### src/rtl/airlock_pkg.sv
// airlock_pkg: shared state encoding, LED codes and default timing for the
// airlock sequencer. State encodings double as the reset_leds status codes.
package airlock_pkg;

   localparam logic [3:0] LED_FAULT = 4'hF;

   typedef enum logic [3:0] {
      ST_IDLE  = 4'h0,
      ST_WAIT  = 4'h1,
      ST_FILL  = 4'h2,
      ST_FULL  = 4'h3,
      ST_DRAIN = 4'h4,
      ST_FAULT = LED_FAULT
   } state_t;

   // 1 s at 50 MHz
   localparam int unsigned TIMEOUT_DEFAULT = 50_000_000;

   // Bit positions of the processor event lines in the edge-detect vector
   localparam int unsigned EV_W         = 9;
   localparam int unsigned EV_BATH_ARR  = 0;
   localparam int unsigned EV_BATH_LV   = 1;
   localparam int unsigned EV_PERSON    = 2;
   localparam int unsigned EV_PRESSURE  = 3;
   localparam int unsigned EV_INNER_SW  = 4;
   localparam int unsigned EV_OUTER_SW  = 5;
   localparam int unsigned EV_WAIT_FIN  = 6;
   localparam int unsigned EV_FILL_FIN  = 7;
   localparam int unsigned EV_DRAIN_FIN = 8;

endpackage

### src/rtl/airlock_sequencer_edge_detect.sv
// edge_detect: registered rising-edge detector for a vector of level inputs.
// While reset is held the previous-value copy tracks the inputs, so a line
// that is already high when reset releases never produces an edge.
module edge_detect
   import airlock_pkg::*;
#(
   parameter int unsigned WIDTH = 1
) (
   input  logic             clk,
   input  logic             reset,
   input  logic [WIDTH-1:0] sig,
   output logic [WIDTH-1:0] rise
);

   logic [WIDTH-1:0] prev;

   // Capture previous input value and register the rising-edge pulses
   always_ff @(posedge clk) begin
      if (reset) begin
         prev <= sig;
         rise <= '0;
      end else begin
         prev <= sig;
         rise <= sig & ~prev;
      end
   end

endmodule

### src/rtl/airlock_sequencer.sv
// airlock_sequencer: airlock chamber controller with hardware door/pump
// interlocks, driven by the processor's PIO event lines.
// Optional watchdog: define AIRLOCK_WATCHDOG_EN to fault WAIT/FILL/DRAIN
// after TIMEOUT_CYCLES clocks without an exit edge.
module airlock_sequencer
   import airlock_pkg::*;
#(
   parameter int unsigned TIMEOUT_CYCLES = TIMEOUT_DEFAULT
) (
   input  logic       clk,
   input  logic       reset,
   input  logic       bath_arriving,
   input  logic       bath_leaving,
   input  logic       person_check,
   input  logic       pressure_check,
   input  logic       inner_door_sw,
   input  logic       outer_door_sw,
   input  logic       wait_finished,
   input  logic       fill_finished,
   input  logic       drain_finished,
   output logic       filling,
   output logic       draining,
   output logic       waiting,
   output logic       inner_door,
   output logic       outer_door,
   output logic [3:0] reset_leds
);

   logic [EV_W-1:0] ev_in;
   logic [EV_W-1:0] rise;

   state_t state;
   state_t state_next;
   logic   inner_q;
   logic   inner_next;
   logic   outer_q;
   logic   outer_next;

   assign ev_in[EV_BATH_ARR]  = bath_arriving;
   assign ev_in[EV_BATH_LV]   = bath_leaving;
   assign ev_in[EV_PERSON]    = person_check;
   assign ev_in[EV_PRESSURE]  = pressure_check;
   assign ev_in[EV_INNER_SW]  = inner_door_sw;
   assign ev_in[EV_OUTER_SW]  = outer_door_sw;
   assign ev_in[EV_WAIT_FIN]  = wait_finished;
   assign ev_in[EV_FILL_FIN]  = fill_finished;
   assign ev_in[EV_DRAIN_FIN] = drain_finished;

   edge_detect #(.WIDTH(EV_W)) u_edge (
      .clk   (clk),
      .reset (reset),
      .sig   (ev_in),
      .rise  (rise)
   );

`ifdef AIRLOCK_WATCHDOG_EN
   localparam int unsigned CNT_W = $clog2(TIMEOUT_CYCLES);

   logic [CNT_W-1:0] wd_cnt;
   logic [CNT_W-1:0] wd_next;
   logic             timed;
   logic             wd_expired;

   assign timed      = (state == ST_WAIT) || (state == ST_FILL) || (state == ST_DRAIN);
   assign wd_expired = timed && (wd_cnt == CNT_W'(TIMEOUT_CYCLES - 1));

   // Watchdog counter: restarts on each state change, runs in timed states
   always_comb begin
      wd_next = wd_cnt;
      if (state_next != state) begin
         wd_next = '0;
      end else if (timed) begin
         wd_next = wd_cnt + 1'b1;
      end
   end
`endif

   // State, door and watchdog registers
   always_ff @(posedge clk) begin
      if (reset) begin
         state   <= ST_IDLE;
         inner_q <= 1'b0;
         outer_q <= 1'b0;
`ifdef AIRLOCK_WATCHDOG_EN
         wd_cnt  <= '0;
`endif
      end else begin
         state   <= state_next;
         inner_q <= inner_next;
         outer_q <= outer_next;
`ifdef AIRLOCK_WATCHDOG_EN
         wd_cnt  <= wd_next;
`endif
      end
   end

   // Next state and door toggles; a door-switch edge pre-empts any
   // transition requested in the same cycle
   always_comb begin
      state_next = state;
      inner_next = inner_q;
      outer_next = outer_q;
      case (state)
         ST_IDLE: begin
            if (rise[EV_INNER_SW]) begin
               inner_next = ~inner_q;
            end else if (rise[EV_BATH_ARR] && !inner_q) begin
               state_next = ST_WAIT;
            end else if (rise[EV_BATH_LV] && !inner_q && person_check) begin
               state_next = ST_FILL;
            end
         end
         ST_WAIT: begin
            if (rise[EV_WAIT_FIN]) state_next = ST_FILL;
         end
         ST_FILL: begin
            if (rise[EV_FILL_FIN]) state_next = ST_FULL;
         end
         ST_FULL: begin
            if (rise[EV_OUTER_SW]) begin
               outer_next = ~outer_q;
            end else if (rise[EV_PRESSURE] && !outer_q) begin
               state_next = ST_DRAIN;
            end
         end
         ST_DRAIN: begin
            if (rise[EV_DRAIN_FIN]) state_next = ST_IDLE;
         end
         ST_FAULT: begin
            state_next = ST_FAULT;
         end
         default: begin
            state_next = ST_IDLE;
         end
      endcase
`ifdef AIRLOCK_WATCHDOG_EN
      if (wd_expired) state_next = ST_FAULT;
`endif
      // Doors can only be open in their owning state
      if (state_next != ST_IDLE) inner_next = 1'b0;
      if (state_next != ST_FULL) outer_next = 1'b0;
   end

   // Moore output decode from the registered state and door flags
   always_comb begin
      waiting    = (state == ST_WAIT);
      filling    = (state == ST_FILL);
      draining   = (state == ST_DRAIN);
      inner_door = inner_q && (state == ST_IDLE);
      outer_door = outer_q && (state == ST_FULL);
      reset_leds = (state == ST_FAULT) ? LED_FAULT : 4'(state);
   end

endmodule

### config.mk
export PLATFORM = sky130hd
export DESIGN_NAME = airlock_sequencer
export DESIGN_NICKNAME = d
export VERILOG_FILES = /design/src/rtl/airlock_pkg.sv /design/src/rtl/airlock_sequencer_edge_detect.sv /design/src/rtl/airlock_sequencer.sv
export SDC_FILE = /design/constraint.sdc
export NUM_CORES = 1
export LEC_CHECK = 0
export CORE_MARGIN = 2
export CORE_UTILIZATION = 43
export CTS_CLUSTER_SIZE = 24
export DETAILED_ROUTE_END_ITERATION = 10
export PLACE_DENSITY_LB_ADDON = 0.3
export SYNTH_ARGS = -nofsm -noshare
export SYNTH_HDL_FRONTEND = slang
export SYNTH_SLANG_ARGS = --single-unit
### constraint.sdc
create_clock -name clk -period 1.5 [get_ports clk]
set_clock_uncertainty 0.05 [all_clocks]
set_input_delay 0.3 -clock clk [delete_from_list [all_inputs] [get_ports clk]]
set_output_delay 0.3 -clock clk [all_outputs]
set_load 0.01 [all_outputs]
== Word-level counts from Yosys, hierarchy flattened ==
Index checks and enable logic that the tools add are counted.

* Output and inout bits: 9
* Input bits: 11
* Logic and storage cells: 39
* Bits in registers: 24

* Muxes and demuxes: 10
* Equal/unequal tests: 6
* Bitwise operators: 4
* Reductions and logical operators: 14

{| class="wikitable"
|+ Operators by type and width
! operator !! count
|-
| 4-bit 2-to-1 mux || 9
|-
| 4-bit case mux with 6 select lines || 1
|-
| 9-bit bitwise AND || 1
|-
| 9-bit inverter || 1
|-
| 4-bit by 2-bit equality test with 1-bit output (second input constant) || 2
|-
| 1-bit logical AND || 6
|-
| 4-bit by 1-bit equality test with 1-bit output (second input constant) || 1
|-
| 4-bit by 3-bit equality test with 1-bit output (second input constant) || 1
|-
| 4-bit equality test (second input constant) || 1
|-
| 4-bit logical NOT || 1
|-
| 4-bit by 2-bit inequality test with 1-bit output (second input constant) || 1
|-
| 2-bit AND reduction || 2
|-
| 4-bit nonzero test || 1
|-
| 2-bit OR reduction || 2
|-
| 1-bit logical NOT || 2
|-
| 1-bit inverter || 2
|}

== Longest topological paths before layout ==
Gate-level depths: netlist (run 1).

* Depth in word-level cells: 9
* Gate-level depth with buffers: 5
* Mapped depth without buffers: 4

== By module ==
Synthesis (run 1) repeated with hierarchy kept, for this count alone.

* Cell total of the unflattened synthesis: 80
* Area total of the unflattened synthesis: 888.4 µm²

{| class="wikitable"
|+ By module, submodules not included
! module !! area each (µm²) !! cells each !! sequential area each (µm²) !! times used
|-
| edge_detect || 484.2 || 28 || 360.3 || 1
|-
| airlock_sequencer || 404.1 || 52 || 120.1 || 1
|}

== Least setup slack after synthesis (run 1) ==
No wires, ideal clock.

* Kind: flip-flop to output port
* From: reg state[3]
* To: out reset_leds[3]
* Required time: 1150 ps
* Arrival: 1089 ps
* Stages on the path, launching flop included: 3
* Path slack: 61 ps
* Cells stage by stage: dfxtp_1 -> buf_6 -> dlygate4sd3_1

* Word-level cells in the longest chain between the ends: 2

{| class="wikitable"
|+ Ends and longest elaborated chain
! element !! RTL line !! source
|-
| from (decl) || airlock_sequencer.sv:32 || <nowiki>state_t state;</nowiki>
|-
| from (signal assigned) || airlock_sequencer.sv:88 || <nowiki>state <= state_next;</nowiki>
|-
| 4-bit equality test || airlock_sequencer.sv:151 || <nowiki>reset_leds = (state == ST_FAULT) ? LED_FAULT : 4'(state);</nowiki>
|-
| 4-bit 2-to-1 mux (*) || airlock_sequencer.sv:151 ||
|-
| to (decl) || airlock_sequencer.sv:26 || <nowiki>output logic [3:0] reset_leds</nowiki>
|}

Mark *: on every way between the ends. The rest lies on a longest branch, timed or not.

== Worst setup path in the final report (run 1) ==
* From: reg state[2]
* To: reg inner_q

* Word-level cells in the longest chain between the ends: 6
* Elaborated cells between the ends (all ways): 18
* Classes of those cells: eq/ne: 5; mux: 9; reduce/logical: 4

{| class="wikitable"
|+ Ends and longest elaborated chain
! element !! RTL line !! source
|-
| 4-bit 2-to-1 mux || airlock_sequencer.sv:109 || <nowiki>end else if (rise[EV_BATH_LV] && !inner_q && person_check) begin</nowiki>
|-
| 4-bit 2-to-1 mux || airlock_sequencer.sv:107 || <nowiki>end else if (rise[EV_BATH_ARR] && !inner_q) begin</nowiki>
|-
| 4-bit 2-to-1 mux || airlock_sequencer.sv:105 || <nowiki>if (rise[EV_INNER_SW]) begin</nowiki>
|-
| 4-bit case mux with 6 select lines || airlock_sequencer.sv:103 || <nowiki>case (state)</nowiki>
|-
| 4-bit nonzero test || airlock_sequencer.sv:140 || <nowiki>if (state_next != ST_IDLE) inner_next = 1'b0;</nowiki>
|-
| 2-bit OR reduction (no source line) || - ||
|-
| to (signal assigned) || airlock_sequencer.sv:89 || <nowiki>inner_q <= inner_next;</nowiki>
|-
| to (decl) || airlock_sequencer.sv:34 || <nowiki>logic inner_q;</nowiki>
|}

Several ways; a longest one is shown, not always the timed one.
A chain may end at the register's enable or synchronous reset.

==> results.ini, run 1 <==
[sta]
tightest_slew_ns=0.3232
timing.final.crit_share_pct=108.3
setup_ws_ns=-0.1241
setup_viol=7
final_hold_viol_count=0
rsz0062_at_grt=yes
fin_crit_ns=1.624
clock.fmax_mhz=615.7
drv_slew=0
maxSlewHeadroom_pct=78.36

[setup_path]
end_kind=flip-flop
path_max_fanout=6
path_class=reg -> reg
crit_arrival_ns=1.82
rr_worst_depth=7
worstPathRequired_ns=1.70
cp-start-kind=flip-flop

[route]
drt_first_pass_iters=4
avgRoutedWirePerCell_um=13.06
drtIter0Drc=23
num_vias=731
drc=0
drtAntennaViolNets=0
totalWireLength_mm=1.815
via_per_inst=5.259

[placed_design]
dp_slack_ns=-0.2875
place_inst=135
placed_area_um2=1146
routabilityCongestion=0.8247
port_buffers=19
hpwlAfterDp_mm=1.253

[floorplanning]
io_pins=20
die_h_um=49.23
initial_core_util_pct=45.30
rows=16
die-area_um2=2423
design.core.area_um2=1942
dieWidth_um=49.23

[clock_tree]
cts_sinks=22
ctsLongestPathBuffers=2
cts_tree=yes
clk_pin_slew_ns=0.11
numCtsBuffers=3
insertion_delay_ns=0.30
cts.htree.levels=1
cts-root-buf=clkbuf_4

[pwr]
power_leakage_nw=0.5070
peakVddDrop_v=0.0007442
pwr_density_cell_nw_per_um2=930.0

[synth]
ys.flop_type=dfxtp_1
synth_area_per_cell_um2=10.60
ys_seq_area_share_pct=50.07
synthCells=83
synthArstFlopShare_pct=0
synth-edff-count=0
synth-warning-count=0
netlist_area_um2=879.6
syn-num-nets=94
synth_cell_type_count=31
ys_seq_elements=22

[run_status]
status=finished, violations left
violations=setup timing

[global_route]
grt_max_degree=13
grt_pass1_vias=717
grt_pass1_wl_mm=3.215
grt_overflow_total=0
grt_use_total_pct=16.93
grt_antenna_before_repair=0

[final_layout]
drive_gt1_share_pct=37.50
antennaDiodeCount=0
area_delta_synth_final_pct=40.26
final_area_um2=1234
finalNetCount=125
stdcell_count=139

[run]
drv_cap=0

[min_path]
holdPathStages=1
hp-class=reg -> reg

what timing repair did:
item,4_1_cts,5_1_grt
resized for setup,41,6
pin swaps,8,3
setup buffers,2,0
endpoints found under the setup margin,12,9
hold buffers,0,0
cells in the final DEF, fill, tap and decap left out, types with 3 or more instances in the layout:
master / synthesis / layout
clkdlybuf4s50_1: 0 / 10
nor2_1: 6 / 6
dfxtp_1: 22 / 18
nand2_1: 4 / 4
buf_4: 0 / 14
a21oi_1: 3 / 3
clkbuf_4: 0 / 3
dfxtp_4: 0 / 4
buf_2: 0 / 4
nor3b_1: 9 / 8
buf_6: 4 / 3
and2_1: 5 / 4
state kept, by name, summed over array words and instances (netlist names):
signal       cells
inner_q          1
outer_q          1
state            4
u_edge.prev      8
u_edge.rise      8
per-stage QoR:
stage | utilization (%) | total power [W] | setup TNS, ns | hold WS, ns
after floorplan | - | 0.0007712 | 0 | 0.2777
after global placement | 59.02 | 0.0008621 | -1.625 | 0.3273
after detailed placement | 59.02 | 0.0008671 | -1.771 | 0.3300
after CTS | 62.95 | 0.001132 | -0.7030 | 0.3502
after global routing | 63.53 | 0.001208 | -1.198 | 0.3593
final | 63.53 | 0.001147 | -0.5845 | 0.3481
logic make-up after synthesis:
family / Yosys count / share of synthesized area (%)
and+or+nand+nor: 37 / 29.02
buffers and inverters: 10 / 8.391
xor gates and xnor gates: 1 / 0.9959
AOI/OAI and AO/OA: 13 / 11.52
DFF: 22 / 50.07
cell usage after synthesis, types with 2 or more instances:
cell / count / area share, %
buf_6: 4 / 5.1
a211oi_1: 2 / 1.7
clkbuf_1: 4 / 1.7
a21oi_1: 3 / 1.7
and2_1: 5 / 3.6
nand2_1: 4 / 1.7
and3_1: 2 / 1.4
nor4b_1: 2 / 2.0
nor3b_1: 9 / 7.7
dfxtp_1: 22 / 50
nor2_1: 6 / 2.6
worst max-delay path, stage by stage, from the launching register on:
cell and delay, ns:
dfxtp_4 0.39, buf_6 0.10, nor4_4 0.03, buf_4 0.14, a21boi_2 0.15, a222oi_1 0.34
buf_4 0.19, and4_1 0.19
metal layers:
layer,track usage (%),share of wire (%),vias to the layer above
li1,-,-,353
met1,21.54,41,347
met2,28.83,52,27
met3,2.147,5.4,4
met4,6.667,1.3,0
met5,0,0,-
final cells by class:
cell class / count / area [µm²]
tap: 27 / 33.78
clock buffer: 3 / 22.52
inverter: 1 / 3.754
multi-input combinational: 51 / 421.7
fill: 158 / 708.2
sequential: 22 / 455.4
timing repair buffer: 35 / 296.5
where the power goes:
part / total [W] / internal [W] / switching, W
Sequential: 0.000638 / 0.000611 / 0.0000271
Clock: 0.000257 / 0.0000936 / 0.000163
Combinational: 0.000252 / 0.000151 / 0.000102
path summary, 6_finish.rpt:
check | from | endpoint | slack [ns]
worst max-delay path | state[2] | inner_q | -0.12
worst min-delay path | u_edge.prev[8] | u_edge.rise[8] | 0.35
worst max register to register | state[2] | inner_q | -0.12
worst min register to register | u_edge.prev[8] | u_edge.rise[8] | 0.35
Note: power is estimated with default switching activity, not from simulation.
==> run 2: changes to the inputs <==
Settings changed: CORE_UTILIZATION 43 to 45, CTS_BUF_LIST set to sky130_fd_sc_hd__clkbuf_4 sky130_fd_sc_hd__clkbuf_8, GPL_TIMING_DRIVEN set to 0, SKIP_CTS_REPAIR_TIMING set to 1.
==> run 2 against run 1 <==
  * The flow still finishes with violations (setup timing)
  * Via count is 1.4% lower
  * Register-to-register slack worse by 0.02 ns
  * Count of clock-buffer cells in the layout stayed put
  * Largest cell class unchanged
  * Highest routed layer unchanged
  * Core utilization is 6.9 points higher
  * Setup slack worse by 0.096 ns
  * Critical path depth is 3 lower
  * Clock power is 73% higher
  * Fmax is 5.6% lower
  * Largest power group unchanged
==> results.ini, run 2 (same netlist as run 1, synthesis figures left out) <==
[pwr]
power.share.combinational_pct=19.1
internal_power_w=0.001031
clock_power_share_pct=33.3
power_leakage_nw=0.5656
switchingPower_w=0.0003045
peakVddDrop_v=0.0009017
pwr_density_cell_nw_per_um2=1064
sw_frac_of_total_pct=22.80
seq_power_share_pct=47.6

[placed_design]
hpwlAfterDp_mm=1.125
placed_area_um2=1101
routabilityCongestion=0.8189
place_inst=127
dp_slack_ns=-0.4350
port_buffers=19

[route]
drt_first_pass_iters=4
drtIter0Drc=25
totalWireLength_mm=1.884
num_vias=721
drtAntennaViolNets=0
via_per_inst=5.225
drc=0
avgRoutedWirePerCell_um=13.65

[run]
drv_cap=0

[final_layout]
final_area_um2=1255
drive_gt1_share_pct=34.51
stdcell_count=138
most-common-layout-cells=dfxtp_1 (18), clkdlybuf4s50_1 (10), nor3b_1 (8)
finalNetCount=125
final_common_cell=dfxtp_1
area_delta_synth_final_pct=42.67
top_regs=u_edge.prev x8, u_edge.rise x8, state x4
antennaDiodeCount=0

[setup_path]
cp-start-kind=flip-flop
critPathBufInv=2
worstPathRequired_ns=1.15
cp_slowest_cell=dfxtp_2
path_max_fanout=6
path_class=reg -> out
path_cells=buf_6, and4bb_2, and2_4, buf_6
crit_top_cell=buf_6
cp_top_family=simple AND/OR/NAND/NOR gates
critPathMaxStageDelay_ns=0.36
end_kind=primary output
crit_arrival_ns=1.37

[sta]
timing.final.crit_share_pct=114.7
clock.fmax_mhz=581.3
setup_viol=8
rsz0062_at_grt=yes
tightest_slew_ns=0.5382
setup_ws_ns=-0.2204
fin_crit_ns=1.720
drv_slew=0
maxSlewHeadroom_pct=64.12
final_hold_viol_count=0

[floorplanning]
die-area_um2=2324
die_h_um=48.21
io_pins=20
rows=15
design.core.area_um2=1783
initial_core_util_pct=49.33
dieWidth_um=48.21

[clock_tree]
insertion_delay_ns=0.31
ctsLongestPathBuffers=2
cts.htree.levels=1
cts_tree=yes
cts_sinks=22
numCtsBuffers=3
clk_pin_slew_ns=0.12
cts-root-buf=clkbuf_4

[global_route]
grt_pass1_vias=599
grt_pass1_wl_mm=2.580
grt_antenna_before_repair=0
grt_max_degree=14
grt_use_total_pct=16.30
grt_overflow_total=0

[min_path]
hp-class=reg -> reg

[run_status]
violations=setup timing
status=finished, violations left

run 2: changes by cell type in the layout (fill, tap and decap cells not counted), sizes merged:
cell / delta
buf: -5
bufinv: +1
clkbuf: +5
clkdlybuf4s15: -2
dlygate4sd2: -2
dlymetal6s2s: +4
run 2: worst paths after layout:
check	startpoint	depth (start not counted)	slack, ns	to
worst max-delay path	state[3]	4	-0.22	outer_door
worst min-delay path	u_edge.prev[8]	1	0.35	u_edge.rise[8]
worst max register to register	state[3]	7	-0.14	inner_q
worst min register to register	u_edge.prev[8]	1	0.35	u_edge.rise[8]
run 2: worst reg2reg max path, delay by kind of cell, from the launching register on:
kind                   cells  cell delay, ns
buffers and inverters      3            0.45
and+or+nand+nor            2            0.31
AOI/OAI and AO/OA          2            0.43
DFF                        1            0.36
run 2: per-stage QoR:
| step | power [W] | hold WS (ns) | setup TNS [ns] | utilization (%) |
|---|---|---|---|---|
| 2_1_floorplan | 0.0007712 | 0.2777 | 0 | - |
| 3_3_place_gp | 0.0008494 | 0.3276 | -2.640 | 61.75 |
| 3_5_place_dp | 0.0008534 | 0.3267 | -3.021 | 61.75 |
| 4_1_cts | 0.001295 | 0.3426 | -5.392 | 64.70 |
| 5_1_grt | 0.001391 | 0.3553 | -1.815 | 70.39 |
| 6_report | 0.001336 | 0.3457 | -1.293 | 70.39 |
run 2: layer usage:
| metal | global-route usage [%] | vias to the layer above | wire [µm] |
|---|---|---|---|
| li1 | - | 357 | - |
| met1 | 20.78 | 342 | 831 |
| met2 | 26.05 | 17 | 944 |
| met3 | 2.222 | 5 | 71 |
| met4 | 9.730 | 0 | 37 |
| met5 | 0 | - | 0 |
run 2: area by class of cell:
| cell class | count | area, µm² |
|---|---|---|
| plain buffers | 8 | 61.31 |
| clock buffers | 3 | 22.52 |
| clock inverters | 1 | 30.03 |
| fillers | 141 | 528.0 |
| inverters | 1 | 3.754 |
| multi-input cells | 51 | 411.6 |
| flip-flops and latches | 22 | 452.9 |
| well taps | 25 | 31.28 |
| repair buffers | 27 | 241.5 |
run 2: power by group through the flow:
| stage | clock [W] | sequential, W | combinational (W) |
|---|---|---|---|
| 2_1_floorplan | 0 | 0.000644 | 0.000128 |
| 3_3_place_gp | 0 | 0.000647 | 0.000202 |
| 3_5_place_dp | 0 | 0.000649 | 0.000204 |
| 4_1_cts | 0.000452 | 0.000636 | 0.000207 |
| 5_1_grt | 0.000477 | 0.000639 | 0.000275 |
| 6_report | 0.000445 | 0.000635 | 0.000255 |
==> run 3: changes to the inputs <==
Settings changed: TNS_END_PERCENT set to 30.
==> run 3 against run 2 <==
  * The run still ends with setup timing left
  * Power down 2.4%
  * Routed wire length down 11%
  * Sequential share of layout area up 0.96 points
  * Setup slack worse by 0.019 ns
==> results.ini, run 3 (same netlist as run 1, synthesis figures left out) <==
[run_status]
status=finished, violations left
violations=setup timing

[pwr]
power_leakage_nw=0.5635
pwr_density_cell_nw_per_um2=1075
power.total_w=0.001304
peakVddDrop_v=0.0008721

[sta]
maxSlewHeadroom_pct=67.35
tightest_slew_ns=0.4898
final_hold_viol_count=0
setup_ws_ns=-0.2393
finalSetupTns_ns=-1.332
fin_crit_ns=1.739
drv_slew=0
clock.fmax_mhz=574.9
timing.final.crit_share_pct=116.0
rsz0062_at_grt=yes
setup_viol=8
timing.hold.ws_ns=0.3464

[global_route]
grt_overflow_total=0
grt_use_total_pct=16.30
grt_pass1_wl_mm=2.580
grt_pass1_vias=599
grt_max_degree=14
grt_antenna_before_repair=0

[route]
drt_first_pass_iters=4
drtIter0Drc=15
drtAntennaViolNets=0
totalWireLength_mm=1.680
drc=0
via_per_inst=5.191
avgRoutedWirePerCell_um=12.35
num_vias=706

[setup_path]
path_class=reg -> out
worstPathRequired_ns=1.15
path_max_fanout=6
setup.reg_to_reg.worst_slack_ns=-0.19
cp-start-kind=flip-flop
crit_arrival_ns=1.39
end_kind=primary output

[placed_design]
dp_slack_ns=-0.4350
port_buffers=19
routabilityCongestion=0.8189
hpwlAfterDp_mm=1.125

[final_layout]
antennaDiodeCount=0
fillers=144
drive_gt1_share_pct=27.93
finalNetCount=123
area_delta_synth_final_pct=37.84
most-common-layout-cells=dfxtp_1 (19), clkdlybuf4s50_1 (10), nor3b_1 (8)
top_regs=u_edge.prev x8, u_edge.rise x8, state x4
final_common_cell=dfxtp_1

[floorplanning]
design.core.area_um2=1783
die-area_um2=2324
dieWidth_um=48.21
die_h_um=48.21
initial_core_util_pct=49.33
rows=15
io_pins=20

[clock_tree]
cts.htree.levels=1
cts-root-buf=clkbuf_4
clk_pin_slew_ns=0.12
numCtsBuffers=3
cts_sinks=22
insertion_delay_ns=0.31
ctsLongestPathBuffers=2
cts_tree=yes

[run]
drv_cap=0

[min_path]
hp-class=reg -> reg

[run 3: power breakdown]
part           switching [W]  total (W)  internal [W]
Combinational      0.0000934   0.000226      0.000132
Clock               0.000171   0.000442      0.000270
Sequential         0.0000215   0.000636      0.000615
Total               0.000286    0.00130       0.00102
[run 3: final cells by class]
cell class	instances	area, µm²	area share, %
repair buffers	24	219.0	18.06
clock buffers	3	22.52	1.858
clock inverters	1	30.03	2.477
plain buffers	9	72.57	5.986
inverters	1	3.754	0.3096
flip-flops and latches	22	449.2	37.05
well taps	25	31.28	2.580
multi-input cells	51	384.1	31.68
[run 3: metrics by stage]
step                      instance area (µm²)  utilization [%]  cells
final                                    1212            68.00    136
after global routing                     1212            68.00    136
after global placement                   1101            61.75    127
after detailed placement                 1101            61.75    127
after CTS                                1154            64.70    131
after floorplan                         879.6                -     83
[run 3: path summary, 6_finish.rpt]
path | cells after the start | start | end
max reg2reg | 6 | state[3] | inner_q
max | 5 | state[3] | waiting
min reg2reg | 1 | u_edge.prev[5] | u_edge.rise[5]
min | 1 | u_edge.prev[5] | u_edge.rise[5]
[run 3: worst max-delay path, stage by stage (launching register included)]
cell            delay [ns]
dfxtp_2               0.36
buf_6                 0.12
buf_4                 0.14
nor3_2                0.16
and2_1                0.14
dlymetal6s2s_1        0.15
[run 3: metal layers]
layer / global-route usage, % / vias up / wire length (µm)
met5: 0 / - / 0
met4: 9.730 / 0 / 35
met3: 2.222 / 5 / 64
met2: 26.05 / 15 / 807
met1: 20.78 / 332 / 773
li1: - / 354 / -
==> RTL edit 1 (settings of run 3) <==
Build with the macro `AIRLOCK_WATCHDOG_EN` defined.
--- a/src/rtl/airlock_sequencer.sv
+++ b/src/rtl/airlock_sequencer.sv
@@ -3,4 +3,6 @@
 // Optional watchdog: define AIRLOCK_WATCHDOG_EN to fault WAIT/FILL/DRAIN
 // after TIMEOUT_CYCLES clocks without an exit edge.
+`define AIRLOCK_WATCHDOG_EN
+
 module airlock_sequencer
    import airlock_pkg::*;
Formal check against the unedited RTL: no difference found for any inputs over 10 cycles, from zero or initial values and one cycle with reset high; that may be too few to reach the edited logic, so the function may still have changed.
==> RTL edit 1 against run 3 <==
Global-route usage increased by 1.0 points; sequential share of layout area is 5.4 points lower; power rose by 110%; first-iteration DRC count increased to 5.4 times the old value; design area grew to 2.6 times the old value; sequential cell count up 26; routed wire length increased to 3.1 times the old value; synthesized area grew to 2.7 times the old value; utilization is 6.7 points lower; register-to-register slack got worse by 260 ps; setup slack got worse by 210 ps; highest routed layer unchanged; the flow still finishes with violations (setup timing).
==> RTL edit 1: results (changes against run 3) <==
- finished with violations — result of the run, unchanged
- setup timing — violated checks, unchanged
- 81 — detailed router's first-iteration violation count, was 15
- 8230 um — first-pass GRT wire length, was 2580 um
- 0.768 mV — IR Drop Worst-Case VDD, was 0.872 mV
- 201 um — metal3 WL, was 64 um
- 2090 ps — data arrival time of the critical path, was 1390 ps
- 3280 um — post-detail-place hpwl, was 1120 um
- 49 — Distinct cells, synth, was 31
- 1895 — Vias, was 706
- 35.6% — proportion of layout cells with a drive suffix above 1, was 27.9%
- 48 x sky130_fd_sc_hd__dfxtp_1, 23 x sky130_fd_sc_hd__xnor2_1, 20 x sky130_fd_sc_hd__nor3_2 — most numerous cell types in the synthesized netlist, was 22 x sky130_fd_sc_hd__dfxtp_1, 9 x sky130_fd_sc_hd__nor3b_1, 6 x sky130_fd_sc_hd__nor2_1
- 5 — CTS Buf Count, was 3
- 1739 — number of global-route vias before repair, was 599
- 39 — final setup violation count, was 8
- 430 — Fill cells, was 144
- 256 — Net Count, Synth, was 94
- -448 ps — final critical-path setup slack, was -239 ps
- wd_cnt: 26 flops, u_edge.prev: 8 flops, u_edge.rise: 8 flops — Top Registers, was u_edge.prev: 8 flops, u_edge.rise: 8 flops, state: 4 flops
- 2480 um — Routed met2 length, was 807 um
- 17 — maximum number of pins on one net before global-route repair, was 14
- 5180 um — Post-Route WL, was 1680 um
- 1.02 nW — leakage power summed over all cells, was 0.563 nW
- 501 ps — worst slew pin tran, was 490 ps
- 410 ps — CP peak stage delay, was 360 ps
- 295 — Net count, final, was 123
- sky130_fd_sc_hd__dfxtp_1 41%, sky130_fd_sc_hd__xnor2_1 8.5%, sky130_fd_sc_hd__nor3_2 8.5%, sky130_fd_sc_hd__nor3_1 4.0%, sky130_fd_sc_hd__nor3b_1 2.5% — synth top area cells, was sky130_fd_sc_hd__dfxtp_1 50%, sky130_fd_sc_hd__nor3b_1 7.7%, sky130_fd_sc_hd__buf_6 5.1%, sky130_fd_sc_hd__and2_1 3.6%, sky130_fd_sc_hd__nor2_1 2.6%
==> RTL edit 1: changes by cell type after synthesis, sizes merged, moves of 5 or more <==
cell   delta
nor4      +5
inv       +5
nor3     +38
nand3     +9
buf       +6
dfxtp    +26
nand2     +9
nand4     +5
nor2      +9
xnor2    +23
==> RTL edit 1: logic make-up (layout without fill, tap and decap cells) <==
| kind of cell | count (synthesis) | count (layout) | synth area share, % |
|---|---|---|---|
| mux | 2 | 2 | 1.38 |
| flops | 48 | 48 | 40.7 |
| compound gates | 18 | 18 | 5.56 |
| fa+ha+maj | 1 | 1 | 0.530 |
| buf+inv | 24 | 64 | 5.78 |
| simple gates | 123 | 123 | 35.3 |
| xor+xnor | 28 | 28 | 10.7 |
==> RTL edit 1: layer usage <==
metal | vias to the layer above | track usage [%]
li1 | 951 | -
met1 | 891 | 23.0
met2 | 42 | 27.0
met3 | 11 | 4.86
met4 | 0 | 6.18
met5 | - | 0
==> RTL edit 1: metrics by stage <==
| step | total power, W | TNS (ps) | setup slack (ps) | cells | hold WS, ps |
|---|---|---|---|---|---|
| floorplan | 0.00152 | -6290 | -257 | 244 | 278 |
| global placement | 0.00160 | -18370 | -709 | 333 | 327 |
| detailed placement | 0.00160 | -18120 | -765 | 333 | 330 |
| CTS | 0.00272 | -21410 | -1120 | 341 | 343 |
| global route | 0.00286 | -17300 | -532 | 354 | 348 |
| finish | 0.00275 | -14200 | -448 | 354 | 342 |
==> RTL edit 1: area by class of cell <==
class | instances | area (um2) | area share, %
Multi-Input combinational cell | 172 | 1430 | 45.9
Sequential cell | 48 | 983 | 31.6
Timing Repair Buffer | 32 | 263 | 8.45
Buffer | 18 | 189 | 6.08
Tap cell | 70 | 87.6 | 2.82
Clock buffer | 5 | 68.8 | 2.21
Clock inverter | 3 | 68.8 | 2.21
Inverter | 6 | 22.5 | 0.724
==> RTL edit 1: final timing paths <==
path / start / to / cells after the start / slack [ps]
setup / recovery: state[2] / wd_cnt[19] / 6 / -450
hold / removal: u_edge.prev[4] / u_edge.rise[4] / 1 / 340
setup reg to reg: state[2] / wd_cnt[19] / 6 / -450
hold reg to reg: u_edge.prev[4] / u_edge.rise[4] / 1 / 340
==> RTL edit 1: worst reg2reg max path: stages, from the launching register on <==
cell and delay, ps:
sky130_fd_sc_hd__dfxtp_4 410, sky130_fd_sc_hd__buf_12 150, sky130_fd_sc_hd__and4_1 320, sky130_fd_sc_hd__a221o_1 230, sky130_fd_sc_hd__mux2i_4 410, sky130_fd_sc_hd__buf_6 230
sky130_fd_sc_hd__nor3_2 50
==> RTL edit 1: power breakdown <==
group / switching (W) / internal (W) / total (W) / leakage (nW)
registers: 0.0000132 / 0.00130 / 0.00131 / 0.398
logic: 0.000169 / 0.000148 / 0.000317 / 0.555
clock network: 0.000449 / 0.000671 / 0.00112 / 0.0687
==> RTL edit 2 (flow settings as in run 3) <==
Without the edit above. Make the reset (`reset`) asynchronous in one clocked block.
--- a/src/rtl/airlock_sequencer.sv
+++ b/src/rtl/airlock_sequencer.sv
@@ -77,5 +77,5 @@
 
    // State, door and watchdog registers
-   always_ff @(posedge clk) begin
+   always_ff @(posedge clk or posedge reset) begin
       if (reset) begin
          state   <= ST_IDLE;
Formal check against the unedited RTL: differs if reset is asserted again (counterexample within 4 cycles, from zero or initial values and one cycle with reset high); with reset held inactive, the same outputs for 10 cycles.
==> RTL edit 2 against run 3 <==
Routed wire length is 9.7% lower; worst hold slack worse by 350 ps; synthesized area decreased by 3.1%; design area fell by 5.8%; largest cell class unchanged; the run ends with hold timing, setup timing left; critical endpoint is now inner_door; sequential cell count is the same; first-iteration DRC count shrank 87%; setup slack worse by 98 ps.
Power is not compared: it rests on default switching activity, and its combinational part moved more than twofold at a synthesized area within 25%.
==> RTL edit 2: results (changes against run 3) <==
- 0.758 — weighted congestion reported at the end of routability-driven placement, was 0.819
- 16.8% — met1 demand-to-capacity share in global routing, was 20.8%
- 24.6% — routing usage on met2, was 26.1%
- 24.2% — proportion of layout cells with a drive suffix above 1, was 27.9%
- 55.2% — sequential element share of the synthesized area, was 50.1%
- 118 — total placed cells including tap cells, was 127
- 705 um — M1 wire length, was 773 um
- 1040 um — post-detail-place hpwl, was 1120 um
- 16 x sky130_fd_sc_hd__dfxtp_1, 8 x sky130_fd_sc_hd__nor3b_1, 6 x sky130_fd_sc_hd__dfrtp_1 — most numerous cell types in the synthesized netlist, was 22 x sky130_fd_sc_hd__dfxtp_1, 9 x sky130_fd_sc_hd__nor3b_1, 6 x sky130_fd_sc_hd__nor2_1
- finished with violations — result of the run, unchanged
- sky130_fd_sc_hd__dfrtp_2 — slowest cell on the critical path, was sky130_fd_sc_hd__dfxtp_2
- -6.11 ps — worst hold-check slack, was 346 ps
- 381 ps — worst slew pin tran, was 490 ps
- 6 — final hold violation count, was 0
- 52 um — metal3 WL, was 64 um
- 629 — Vias, was 706
- 75 — synthesized instance count, was 83
- 0 — Antenna Diode Count, unchanged
- 5.07 — Vias/cell, was 5.19
- 27.3% — async set or reset register ratio after synthesis, was 0%
- input pin to async pin — class of the tightest hold or removal check, was register to register
- 0 — Yosys warnings, unchanged
- 2.26% — GR met3 Demand/Resource, was 2.22%
- -190 ps — flop2flop setup slack, about the same
- 0 — GRT Residual Overflow, unchanged
- -338 ps — final critical-path setup slack, was -239 ps
- 525 — number of global-route vias before repair, was 599
- 1490 ps — data arrival time of the critical path, was 1390 ps
- 14.6% — all-layer global routing usage, was 16.3%
- 18 — port buffer count, was 19
- 2190 um — first-pass GRT wire length, was 2580 um
- simple AND/OR/NAND/NOR gates — cell type group with the largest total delay on the critical path, was buffers and inverters
- 725 um — Routed met2 length, was 807 um
- 35 — Distinct cells, synth, was 31
- 1.19 mV — IR Drop Worst-Case VDD
- 14 — maximum number of pins on one net before global-route repair, unchanged
- 4 — maximum fanout along the worst path, was 6
- sky130_fd_sc_hd__dfxtp_1 38%, sky130_fd_sc_hd__dfrtp_1 18%, sky130_fd_sc_hd__nor3b_1 7.0%, sky130_fd_sc_hd__nor4_4 2.5%, sky130_fd_sc_hd__clkbuf_1 2.2% — synth top area cells, was sky130_fd_sc_hd__dfxtp_1 50%, sky130_fd_sc_hd__nor3b_1 7.7%, sky130_fd_sc_hd__buf_6 5.1%, sky130_fd_sc_hd__and2_1 3.6%, sky130_fd_sc_hd__nor2_1 2.6%
- 111 — Net count, final, was 123
- 10 — final setup violation count, was 8
- 86 — Net Count, Synth, was 94
- hold timing, setup timing — violated checks, was setup timing
- 450 ps — CP peak stage delay, was 360 ps
- 0.513 nW — leakage power summed over all cells
- 0 — Pins Over Slew Limit, unchanged
- 2 — detailed router's first-iteration violation count, was 15
- 1520 um — Post-Route WL, was 1680 um
- sky130_fd_sc_hd__clkbuf_4 — clock tree root driver cell, unchanged
- 4 — number of detailed-route iterations in the first pass, unchanged
[RTL edit 2: cell count changes in the layout (fill, tap and decap cells not counted), sizes merged, moves of 3 or more]
cell,change
dfxtp,-6
a21oi,-3
and2,-3
dfrtp,+6
nor2,-3
[RTL edit 2: logic make-up (layout without fill, tap and decap cells)]
family / after synthesis / after routing / share of synthesized area [%]
buffers and inverters: 12 / 36 / 7.20
AOI/OAI and AO/OA: 10 / 10 / 9.55
DFF: 22 / 22 / 55.2
xor gates and xnor gates: 2 / 2 / 2.06
and+or+nand+nor: 29 / 29 / 26.0
[RTL edit 2: path summary, 6_finish.rpt]
kind	startpoint	endpoint	depth (start not counted)
worst max-delay path	state[1]	inner_door	4
worst min-delay path	reset	state[0]	2
worst max register to register	state[1]	outer_q	5
worst min register to register	u_edge.prev[5]	u_edge.rise[5]	1
max in group asynchronous	reset	state[1]	2
min in group clk	u_edge.prev[5]	u_edge.rise[5]	1
[RTL edit 2: metrics by stage]
step	cell area (um2)	setup TNS, ps	total power [W]	worst slack (ps)	utilization, %
6_report	1140	-1480	0.00164	-338	65.4
5_1_grt	1140	-2100	0.00171	-403	65.4
2_1_floorplan	852	-59.2	0.00100	-59.2	-
3_3_place_gp	1060	-2100	0.00118	-395	60.9
4_1_cts	1120	-5370	0.00163	-750	63.9
3_5_place_dp	1060	-2180	0.00119	-386	60.9
[RTL edit 2: layout make-up]
class,instances,area (um2)
Tap cell,25,31.3
Clock inverter,1,30.0
Inverter,3,11.3
Sequential cell,22,472
Fill cell,155,603
Clock buffer,3,22.5
Buffer,9,56.3
Timing Repair Buffer,20,190
Multi-Input combinational cell,41,329
